$ cat config.mk
export PLATFORM = sky130hd
export DESIGN_NAME = vector_wb_queue
export DESIGN_NICKNAME = d
export VERILOG_FILES = /design/src/rtl/vector_pkg.sv /design/src/rtl/vector_wb_fwd_match.sv /design/src/rtl/vector_wb_queue.sv
export SDC_FILE = /design/constraint.sdc
export NUM_CORES = 1
export LEC_CHECK = 0
export CORE_MARGIN = 3
export CORE_UTILIZATION = 58
export CTS_CLUSTER_SIZE = 20
export DETAILED_ROUTE_END_ITERATION = 16
export PLACE_DENSITY = 0.83
export SYNTH_ARGS = -nofsm -noshare
export SYNTH_HDL_FRONTEND = slang
export SYNTH_SLANG_ARGS = --single-unit
$ cat constraint.sdc
create_clock -name clk -period 12.16 [get_ports clk]
set_clock_uncertainty 0.1 [all_clocks]
set_input_delay 1.824 -clock clk [delete_from_list [all_inputs] [get_ports clk]]
set_output_delay 1.824 -clock clk [all_outputs]
set_load 0.03 [all_outputs]
$ cat src/rtl/vector_pkg.sv
// Shared types and sizes for the vector writeback path.
// Entries carry a destination register and a 4-lane vector.
package vector_pkg;

  localparam int VECTORSPERREG = 4;
  localparam int DATAWIDTH     = 16;
  localparam int NUMREGS       = 15;
  localparam int REGADDRW      = 4;
  localparam int DEPTH         = 4;
  localparam int PTRW          = $clog2(DEPTH);
  localparam int CNTW          = PTRW + 1;

  typedef logic signed [VECTORSPERREG-1:0][DATAWIDTH-1:0] vec_t;

  typedef struct packed {
    logic                valid;
    logic [REGADDRW-1:0] rd;
    vec_t                data;
  } wb_entry_t;

endpackage

$ cat src/rtl/vector_wb_fwd_match.sv
// Youngest-match search over the writeback entry array.
// Walks oldest to youngest from head so the last hit wins.
module vector_wb_fwd_match
  import vector_pkg::*;
(
  input  wb_entry_t [DEPTH-1:0] ent_i,
  input  logic [PTRW-1:0]       head_i,
  input  logic [REGADDRW-1:0]   addr_i,
  output logic                  hit_o,
  output vec_t                  data_o
);

  logic [PTRW-1:0] idx;

  always_comb begin
    hit_o  = 1'b0;
    data_o = '0;
    idx    = '0;
    for (int i = 0; i < DEPTH; i++) begin
      idx = head_i + PTRW'(i);
      if (ent_i[idx].valid && ent_i[idx].rd == addr_i) begin
        hit_o  = 1'b1;
        data_o = ent_i[idx].data;
      end
    end
  end

endmodule

$ cat src/rtl/vector_wb_queue.sv
// In-order writeback queue behind the vector ALU with
// register-file drain, operand forwarding and stall detect.
module vector_wb_queue
  import vector_pkg::*;
(
  input  logic                clk,
  input  logic                rst,
  input  logic                issue_valid,
  input  logic                issue_we,
  input  logic [REGADDRW-1:0] issue_rd,
  output logic                issue_ready,
  input  vec_t                alu_result,
  output logic                rf_we,
  output logic [REGADDRW-1:0] rf_wa,
  output vec_t                rf_wd,
  input  logic                rf_ready,
  input  logic [REGADDRW-1:0] fwd_addr_a,
  input  logic [REGADDRW-1:0] fwd_addr_b,
  output logic                fwd_hit_a,
  output logic                fwd_hit_b,
  output vec_t                fwd_data_a,
  output vec_t                fwd_data_b,
  output logic                fwd_stall,
  output logic [CNTW-1:0]     count,
  output logic                drop_err
);

  wb_entry_t [DEPTH-1:0] ent_q, ent_d;
  logic [PTRW-1:0]       head_q, head_d;
  logic [PTRW-1:0]       tail_q, tail_d;
  logic [CNTW-1:0]       count_q, count_d;
  logic                  pend_valid_q, pend_valid_d;
  logic [REGADDRW-1:0]   pend_rd_q, pend_rd_d;
  logic                  drop_err_q, drop_err_d;

  logic            empty, push, pop;
  logic            rd_ok, accept, drop;
  logic [CNTW:0]   occ;

  assign empty = (count_q == '0);
  assign pop   = !empty && rf_ready;
  assign push  = pend_valid_q;
  assign rd_ok = (issue_rd < REGADDRW'(NUMREGS));

  // Pending op reserves a slot, so acceptance never overflows.
  assign occ         = {1'b0, count_q} + (CNTW+1)'(pend_valid_q);
  assign issue_ready = (occ < (CNTW+1)'(DEPTH));

  assign accept = issue_valid && issue_we && issue_ready && rd_ok;
  assign drop   = issue_valid && issue_we && !rd_ok;

  always_comb begin
    ent_d        = ent_q;
    head_d       = head_q;
    tail_d       = tail_q;
    pend_valid_d = accept;
    pend_rd_d    = accept ? issue_rd : pend_rd_q;
    drop_err_d   = drop_err_q || drop;
    if (pop) begin
      ent_d[head_q].valid = 1'b0;
      head_d = head_q + PTRW'(1);
    end
    if (push) begin
      ent_d[tail_q].valid = 1'b1;
      ent_d[tail_q].rd    = pend_rd_q;
      ent_d[tail_q].data  = alu_result;
      tail_d = tail_q + PTRW'(1);
    end
    count_d = count_q + CNTW'(push) - CNTW'(pop);
  end

  always_ff @(posedge clk or posedge rst) begin
    if (rst) begin
      ent_q        <= '0;
      head_q       <= '0;
      tail_q       <= '0;
      count_q      <= '0;
      pend_valid_q <= 1'b0;
      pend_rd_q    <= '0;
      drop_err_q   <= 1'b0;
    end else begin
      ent_q        <= ent_d;
      head_q       <= head_d;
      tail_q       <= tail_d;
      count_q      <= count_d;
      pend_valid_q <= pend_valid_d;
      pend_rd_q    <= pend_rd_d;
      drop_err_q   <= drop_err_d;
    end
  end

  assign rf_we    = !empty;
  assign rf_wa    = empty ? '0 : ent_q[head_q].rd;
  assign rf_wd    = empty ? '0 : ent_q[head_q].data;
  assign count    = count_q;
  assign drop_err = drop_err_q;

  assign fwd_stall = pend_valid_q &&
    (pend_rd_q == fwd_addr_a || pend_rd_q == fwd_addr_b);

  vector_wb_fwd_match u_fwd_a (
    .ent_i  (ent_q),
    .head_i (head_q),
    .addr_i (fwd_addr_a),
    .hit_o  (fwd_hit_a),
    .data_o (fwd_data_a)
  );

  vector_wb_fwd_match u_fwd_b (
    .ent_i  (ent_q),
    .head_i (head_q),
    .addr_i (fwd_addr_b),
    .hit_o  (fwd_hit_b),
    .data_o (fwd_data_b)
  );

endmodule

==> results.md, run 1 <==
| Metric | Reported |
|---|---|
| Depth of the CTS H-tree | 2 |
| Crit-path most repeated cell | sky130_fd_sc_hd__buf_4 |
| Worst-Skew Late Latency | 0.51 ns |
| Number of instances in the synthesized netlist | 1,967 |
| Critical path data arrival time | 7.31 ns |
| Number of antenna violations at the first check in global routing | 6 |
| Ratio of routed vias to standard cells | 7.52 |
| Cell at the slowest stage of the critical path | sky130_fd_sc_hd__o32a_2 |
| Maximum buffer depth of the clock tree | 3 |
| Maximum number of pins on one net before global-route repair | 134 |
| Finished layout cell area | 26,900 µm² |
| Post-cts gate resize count | 0 |
| Count of endpoints failing hold in the final timing report | 0 |
| Flip-flop cell with the highest count after synthesis | sky130_fd_sc_hd__dfrtp_1 |
| Delay of the slowest cell on the worst path | 1.12 ns |
| Run status | finished, final reports clean |
| Drc violations | 0 |
| Worst min-delay path startpoint | drop_err |
| Die area | 42,000 µm² |
| Length in cells of the worst reg-to-reg path | 5 |
| R2R Setup Slk | 8.67 ns |
| Placed standard-cell area | 25,800 µm² |
| Fraction of final layout cells sized beyond drive strength 1 | 31.8% |
| Max Fanout on Critical Path | 54 |
| Residual overflow from global routing | 0 |
| Layout Area Growth over Synthesis | 17.3% |
| Crit Path Category | flip-flop to output port |
| Reg-to-Reg End | head_q[1] |
| Max-slew violations | 0 |
| Hold path cells | 1 |
| Transition time at the pin with the least slew margin | 1.28 ns |
| Post-CTS setup buffer count | 0 |
| Non-filler instance count after layout | 2,642 |
| Number of hold buffers added after cts | 0 |
| Maximum operating frequency | 108 MHz |
| Netlist area before placement | 22,900 µm² |
| Kind of launch point of the worst setup path | flip-flop |
| Clock root buffer | sky130_fd_sc_hd__clkbuf_16 |
| Stages on the worst setup path | 10 |
| Die width | 205 µm |
| Vias in the first global route | 20,500 |
| Final setup viols | 0 |
| Iteration-0 DRC count of the detailed router | 2,643 |
| Number of enable-type register cells in the synthesized netlist | 0 |
| I/O pin total | 286 |
| Final-stage net count | 2,190 |
| Wire length per cell after detailed routing | 28.3 µm |
| Core Box Area | 38,800 µm² |
| Capturing element type of the critical path | output port |
| Family with the most delay on the worst path | buffers and inverters |
| Net Count, Synth | 2,060 |
| FF+latch count, synth | 289 |
| Placed insts | 2,579 |
| Global-route usage over all layers | 35.5% |
| Unrepaired setup endpoints after global routing | no |
| Number of buffers created by CTS | 34 |
| Die Y | 205 µm |
| Startpoint of the most critical register-to-register path | head_q[0] |
| Library cells used by synthesis | 51 |
| Synth Warn # | 0 |
| Max-capacitance violation count | 0 |
| Final estimated routing congestion in global placement | 0.886 |
| Detailed-route via count | 19,900 |
| Placed wire-length estimate | 45,300 µm |
| Hold endpoint | drop_err |
| Total iterations of the first detailed-routing run | 8 |
| Global-route wire length before repair | 116,000 µm |
| Share of synthesized area occupied by flip-flops and latches | 31.5% |
| Input/output buffers | 285 |
| Per-instance average area after synthesis | 11.7 µm² |
| Effective utilization at floorplan | 59.1% |
| Clock-pin slew on the worst setup and hold paths | 0.06 ns |
| Post-layout minimum cycle time | 9.23 ns |
| Clock tree from TritonCTS | done |
| Kind of path behind the tightest hold check | flip-flop to flip-flop |
| Clock sink total | 289 |
| Routed Antenna Nets | 0 |
| Sum of buffers and inverters on the critical path | 4 |
| Routed wire length | 74,900 µm |
| Cell chain of the critical path | inv_1, ha_4, buf_4, mux2_2, o21ai_4, buf_4, o32a_2, a211oi_1, o22a_1, clkdlybuf4s50_1 |
| Final period utilization | 75.9% |
| Slew headroom | 14.6% |
| Count of standard-cell rows | 72 |
| Total negative slack for setup checks | 0 ns |
| Fraction of registers with async set/reset | 100% |
| Endpoint required time on the critical path | 10.24 ns |
## state kept, by name (all words and copies together) (netlist names)
| signal | cells |
|---|---|
| pend_rd_q | 4 |
| tail_q | 2 |
| head_q | 2 |
| count | 3 |
| drop_err | 1 |
| ent_q | 276 |
| pend_valid_q | 1 |
## Yosys cell counts (9+ instances only)
library cell	number	area share [%]
sky130_fd_sc_hd__nand2_1	78	1.3
sky130_fd_sc_hd__o211ai_1	12	0.39
sky130_fd_sc_hd__buf_1	35	0.57
sky130_fd_sc_hd__a21oi_1	104	2.3
sky130_fd_sc_hd__clkbuf_1	111	1.8
sky130_fd_sc_hd__buf_2	59	1.3
sky130_fd_sc_hd__dfrtp_1	289	32
sky130_fd_sc_hd__a221oi_1	48	1.8
sky130_fd_sc_hd__ha_1	11	0.60
sky130_fd_sc_hd__buf_6	9	0.44
sky130_fd_sc_hd__nand3_1	97	2.1
sky130_fd_sc_hd__xor2_1	11	0.42
sky130_fd_sc_hd__and2_1	69	1.9
sky130_fd_sc_hd__o22a_1	12	0.46
sky130_fd_sc_hd__xnor2_1	31	1.2
sky130_fd_sc_hd__mux4_2	265	26
sky130_fd_sc_hd__a211o_1	32	1.2
sky130_fd_sc_hd__nor3_1	38	0.83
sky130_fd_sc_hd__o21ai_0	96	2.1
sky130_fd_sc_hd__a211oi_1	49	1.6
sky130_fd_sc_hd__mux2_2	286	14
sky130_fd_sc_hd__o32ai_1	11	0.42
sky130_fd_sc_hd__inv_1	13	0.21
sky130_fd_sc_hd__nor2_1	63	1.0
sky130_fd_sc_hd__a21o_1	12	0.39
sky130_fd_sc_hd__o21ai_1	49	1.1
sky130_fd_sc_hd__a21oi_2	10	0.38
sky130_fd_sc_hd__mux2i_1	20	0.87
## layout by cell type, fill, tap and decap left out, drive strengths merged, types with 2 or more instances in the layout
master	instances
clkdlybuf4s50	285
xnor2	32
and2	69
nand4	8
clkinvlp	4
nor2	64
a211o	32
ha	11
nor3	38
clkbuf	48
a31oi	8
mux2i	21
a2111oi	2
mux2	286
and4	2
a21oi	114
a221oi	48
nor4	2
clkinv	7
a21o	12
buf	32
or3	2
o21ai	145
xor2	11
o22a	12
diode	2
nand3	97
o32ai	12
nand2	79
inv	14
dfrtp	289
o211ai	12
a211oi	50
mux4	265
## area by class of cell
cell class	instances	area (µm²)
multi-input combinational	1442	14800
fill	2714	11900
sequential	289	7240
timing repair buffer	317	3110
clock buffer	48	965
tap	518	648
clock inverter	13	108
inverter	13	56.3
antenna	2	5.00
## worst max-delay path by stage
stage	end	startpoint
2_1_floorplan	count[0]	rst
4_1_cts	fwd_data_b[16]	head_q[0]
5_1_grt	fwd_data_b[16]	head_q[0]
3_3_place_gp	fwd_data_b[1]	head_q[0]
3_5_place_dp	fwd_data_b[16]	head_q[0]
6_report	fwd_data_b[8]	head_q[0]
## cells by family (layout without fill, tap and decap cells)
kind of cell	Yosys count	after routing	synth area share [%]
AOI/OAI and AO/OA	451	451	12.7
DFF	289	289	31.5
muxes	572	572	41.0
other	0	2	0
buffers and inverters	236	391	4.63
adders and majority gates	12	12	0.687
and+or+nand+nor	364	364	7.77
xor gates and xnor gates	43	43	1.67
## stage by stage
stage / utilization [%] / hold WS [ns] / worst slack (ns)
finish: 69.3 / 0.381 / 2.93
global route: 69.3 / 0.418 / 2.53
CTS: 69.3 / 0.384 / 2.99
detailed placement: 66.5 / 0.370 / 3.57
global placement: 66.5 / 0.368 / 3.74
floorplan: - / 0.391 / 2.26
## metal layers
layer	part of all wire [%]	track usage, %
met5	0.067	0
met4	5.5	19.1
met3	13	10.3
met2	47	56.1
met1	34	44.3
Power of run 1 is left out: the tool's default activity adds up to more than one toggle a clock period on the data nets, which glitch-free logic cannot reach.
==> inputs of run 2 (changes only) <==
clock period = 9.49 ns   (was 12.16 ns; I/O delays follow)
==> run 2 against run 1 <==
  * Routed wire length is 1.9% higher
  * Cell count is 0.23% higher
  * Critical path depth stayed put
  * Sequential share of layout area is 0.18 points lower
  * First-iteration DRC count is 6.1% higher
  * Die area stayed put
  * Global-route usage is 0.32 points higher
  * Cell area is 0.69% higher
  * Register-to-register slack worse by 2.9 ns
  * Largest cell class unchanged
==> results.md, run 2 (synthesized netlist as in run 1, its figures left out) <==
| Metric | Reported | Delta |
|---|---|---|
| Run status | finished, final reports clean |  |
| Count of standard-cell rows | 72 | unchanged |
| Routed wire length | 76,300 µm | +1.9% |
| Total iterations of the first detailed-routing run | 7 | -1 |
| Seq. cell area | 7240 µm² | unchanged |
| Effective utilization at floorplan | 59.1% | unchanged |
| Layout Area Growth over Synthesis | 18.1% |  |
| Hold path cells | 1 | unchanged |
| Clock root buffer | sky130_fd_sc_hd__clkbuf_16 |  |
| Max-capacitance violation count | 0 | unchanged |
| Depth of the CTS H-tree | 1 | -1 |
| Capturing element type of the critical path | output port |  |
| Maximum operating frequency | 113 MHz |  |
| Clock tree from TritonCTS | done |  |
| Vias in the first global route | 20,300 | -1.2% |
| Final-stage net count | 2,194 | +0.18% |
| Tightest hold margin | 0.379 ns | -0.00185 ns |
| Hold endpoint | drop_err |  |
| Final setup viols | 0 | unchanged |
| Global-route wire length before repair | 116,000 µm | +0.20% |
| Critical path data arrival time | 7.36 ns | +0.05 ns |
| I/O pin total | 286 | unchanged |
| Final period utilization | 93.6% |  |
| Input/output buffers | 285 | unchanged |
| Clock-pin slew on the worst setup and hold paths | 0.06 ns | about the same |
| Ratio of routed vias to standard cells | 7.54 | +0.18% |
| Kind of launch point of the worst setup path | flip-flop |  |
| Detailed-route via count | 20,000 | +0.41% |
| Count of endpoints failing hold in the final timing report | 0 | unchanged |
| Die area | 42,000 µm² | unchanged |
| Unrepaired setup endpoints after global routing | no |  |
| Clock sink total | 289 | unchanged |
| Most flop-heavy register | ent_q |  |
| Number of antenna violations at the first check in global routing | 8 | +2 |
| Max reg flops | 276 | unchanged |
| Most common library cell in the layout ignoring fill and taps | sky130_fd_sc_hd__dfrtp_1 |  |
| Reg-to-Reg End | ent_q[137] |  |
| Max-slew violations | 0 | unchanged |
| Die Y | 205 µm | unchanged |
| Post-CTS setup buffer count | 0 | unchanged |
| Placed wire-length estimate | 46,400 µm | +2.2% |
| Drc violations | 0 | unchanged |
| Residual overflow from global routing | 0 | unchanged |
| Placed standard-cell area | 25,900 µm² | +0.17% |
| Maximum buffer depth of the clock tree | 3 | unchanged |
| Worst-Skew Late Latency | 0.58 ns | +0.07 ns |
| Transition time at the pin with the least slew margin | 1.47 ns | +0.184 ns |
| Fraction of final layout cells sized beyond drive strength 1 | 32.3% | +0.47 points |
| Footprint of the multi-input gates | 14,800 µm² | about the same |
| Commonest non-fill, non-tap cells in the layout | sky130_fd_sc_hd__dfrtp_1, sky130_fd_sc_hd__mux2_2, sky130_fd_sc_hd__clkdlybuf4s50_1 |  |
| Kind of path behind the tightest hold check | flip-flop to flip-flop |  |
| Global-route usage over all layers | 35.8% | +0.32 points |
| Core Box Area | 38,800 µm² | unchanged |
| Endpoint required time on the critical path | 7.97 ns | -2.27 ns |
| R2R Setup Slk | 5.79 ns | -2.88 ns |
| Final estimated routing congestion in global placement | 0.870 | -1.7% |
| Worst min-delay path startpoint | drop_err |  |
| Filler cell count | 2,757 | +1.6% |
| Die width | 205 µm | unchanged |
| Post-layout minimum cycle time | 8.88 ns |  |
| Iteration-0 DRC count of the detailed router | 2,803 | +6.1% |
| Startpoint of the most critical register-to-register path | head_q[0] |  |
| Length in cells of the worst reg-to-reg path | 6 | +1 |
| Finished layout cell area | 27,100 µm² | +0.69% |
| Total negative slack for setup checks | 0 ns | unchanged |
| Number of buffers created by CTS | 31 | -8.8% |
| Wire length per cell after detailed routing | 28.8 µm | +1.6% |
| Max Fanout on Critical Path | 52 | -3.7% |
| Number of hold buffers added after cts | 0 | unchanged |
| Post-cts gate resize count | 0 | unchanged |
| Slew headroom | 2.05% | -13 points |
| Maximum number of pins on one net before global-route repair | 162 | +21% |
| Crit Path Category | flip-flop to output port |  |
| Routed Antenna Nets | 0 | unchanged |
## run 2: cell count changes in the layout (fill, tap and decap cells not counted), sizes merged
cell and change:
diode +3, clkbuf -16, clkinvlp +3, buf +7
clkinv -1, bufinv +10
## run 2: routing by layer
layer	GRT usage [%]	wire, µm
met3	10.5	9590
met5	0	39
met4	18.8	4440
met2	56.6	36000
met1	44.9	26300
## run 2: cell type report
type | instances | share of cell area (%)
multi-input cells | 1442 | 54.5
flip-flops and latches | 289 | 26.7
repair buffers | 324 | 11.7
clock buffers | 32 | 2.88
well taps | 518 | 2.39
clock inverters | 25 | 1.58
inverters | 13 | 0.194
diodes | 5 | 0.0462
## run 2: per-stage QoR
stage,utilization [%],std cells,setup WS [ns]
after detailed placement,66.6,2586,1.37
final,69.8,2648,0.609
after floorplan,-,1967,3.46
after global placement,66.6,2586,1.53
after global routing,69.7,2644,0.378
after CTS,69.7,2643,0.738
## run 2: worst max-delay path by stage
stage | from | endpoint | cells past startpoint
floorplan | head_q[1] | fwd_data_a[6] | 17
global placement | head_q[0] | fwd_data_b[15] | 10
detailed placement | head_q[0] | fwd_data_b[38] | 10
CTS | head_q[0] | fwd_data_b[38] | 10
global route | head_q[0] | fwd_data_b[15] | 10
finish | head_q[0] | fwd_data_b[38] | 10
## run 2: critical path: stages (launching register included)
cell                              delay, ns
sky130_fd_sc_hd__dfrtp_4               0.96
sky130_fd_sc_hd__inv_1                 0.60
sky130_fd_sc_hd__ha_4                  0.97
sky130_fd_sc_hd__mux4_2                0.63
sky130_fd_sc_hd__xor2_1                0.19
sky130_fd_sc_hd__or4_1                 0.77
sky130_fd_sc_hd__nor2_4                1.16
sky130_fd_sc_hd__buf_4                 0.42
sky130_fd_sc_hd__a21oi_1               0.06
sky130_fd_sc_hd__a21oi_1               0.20
sky130_fd_sc_hd__clkdlybuf4s50_1       0.71
Power of run 2 is left out for the same reason.
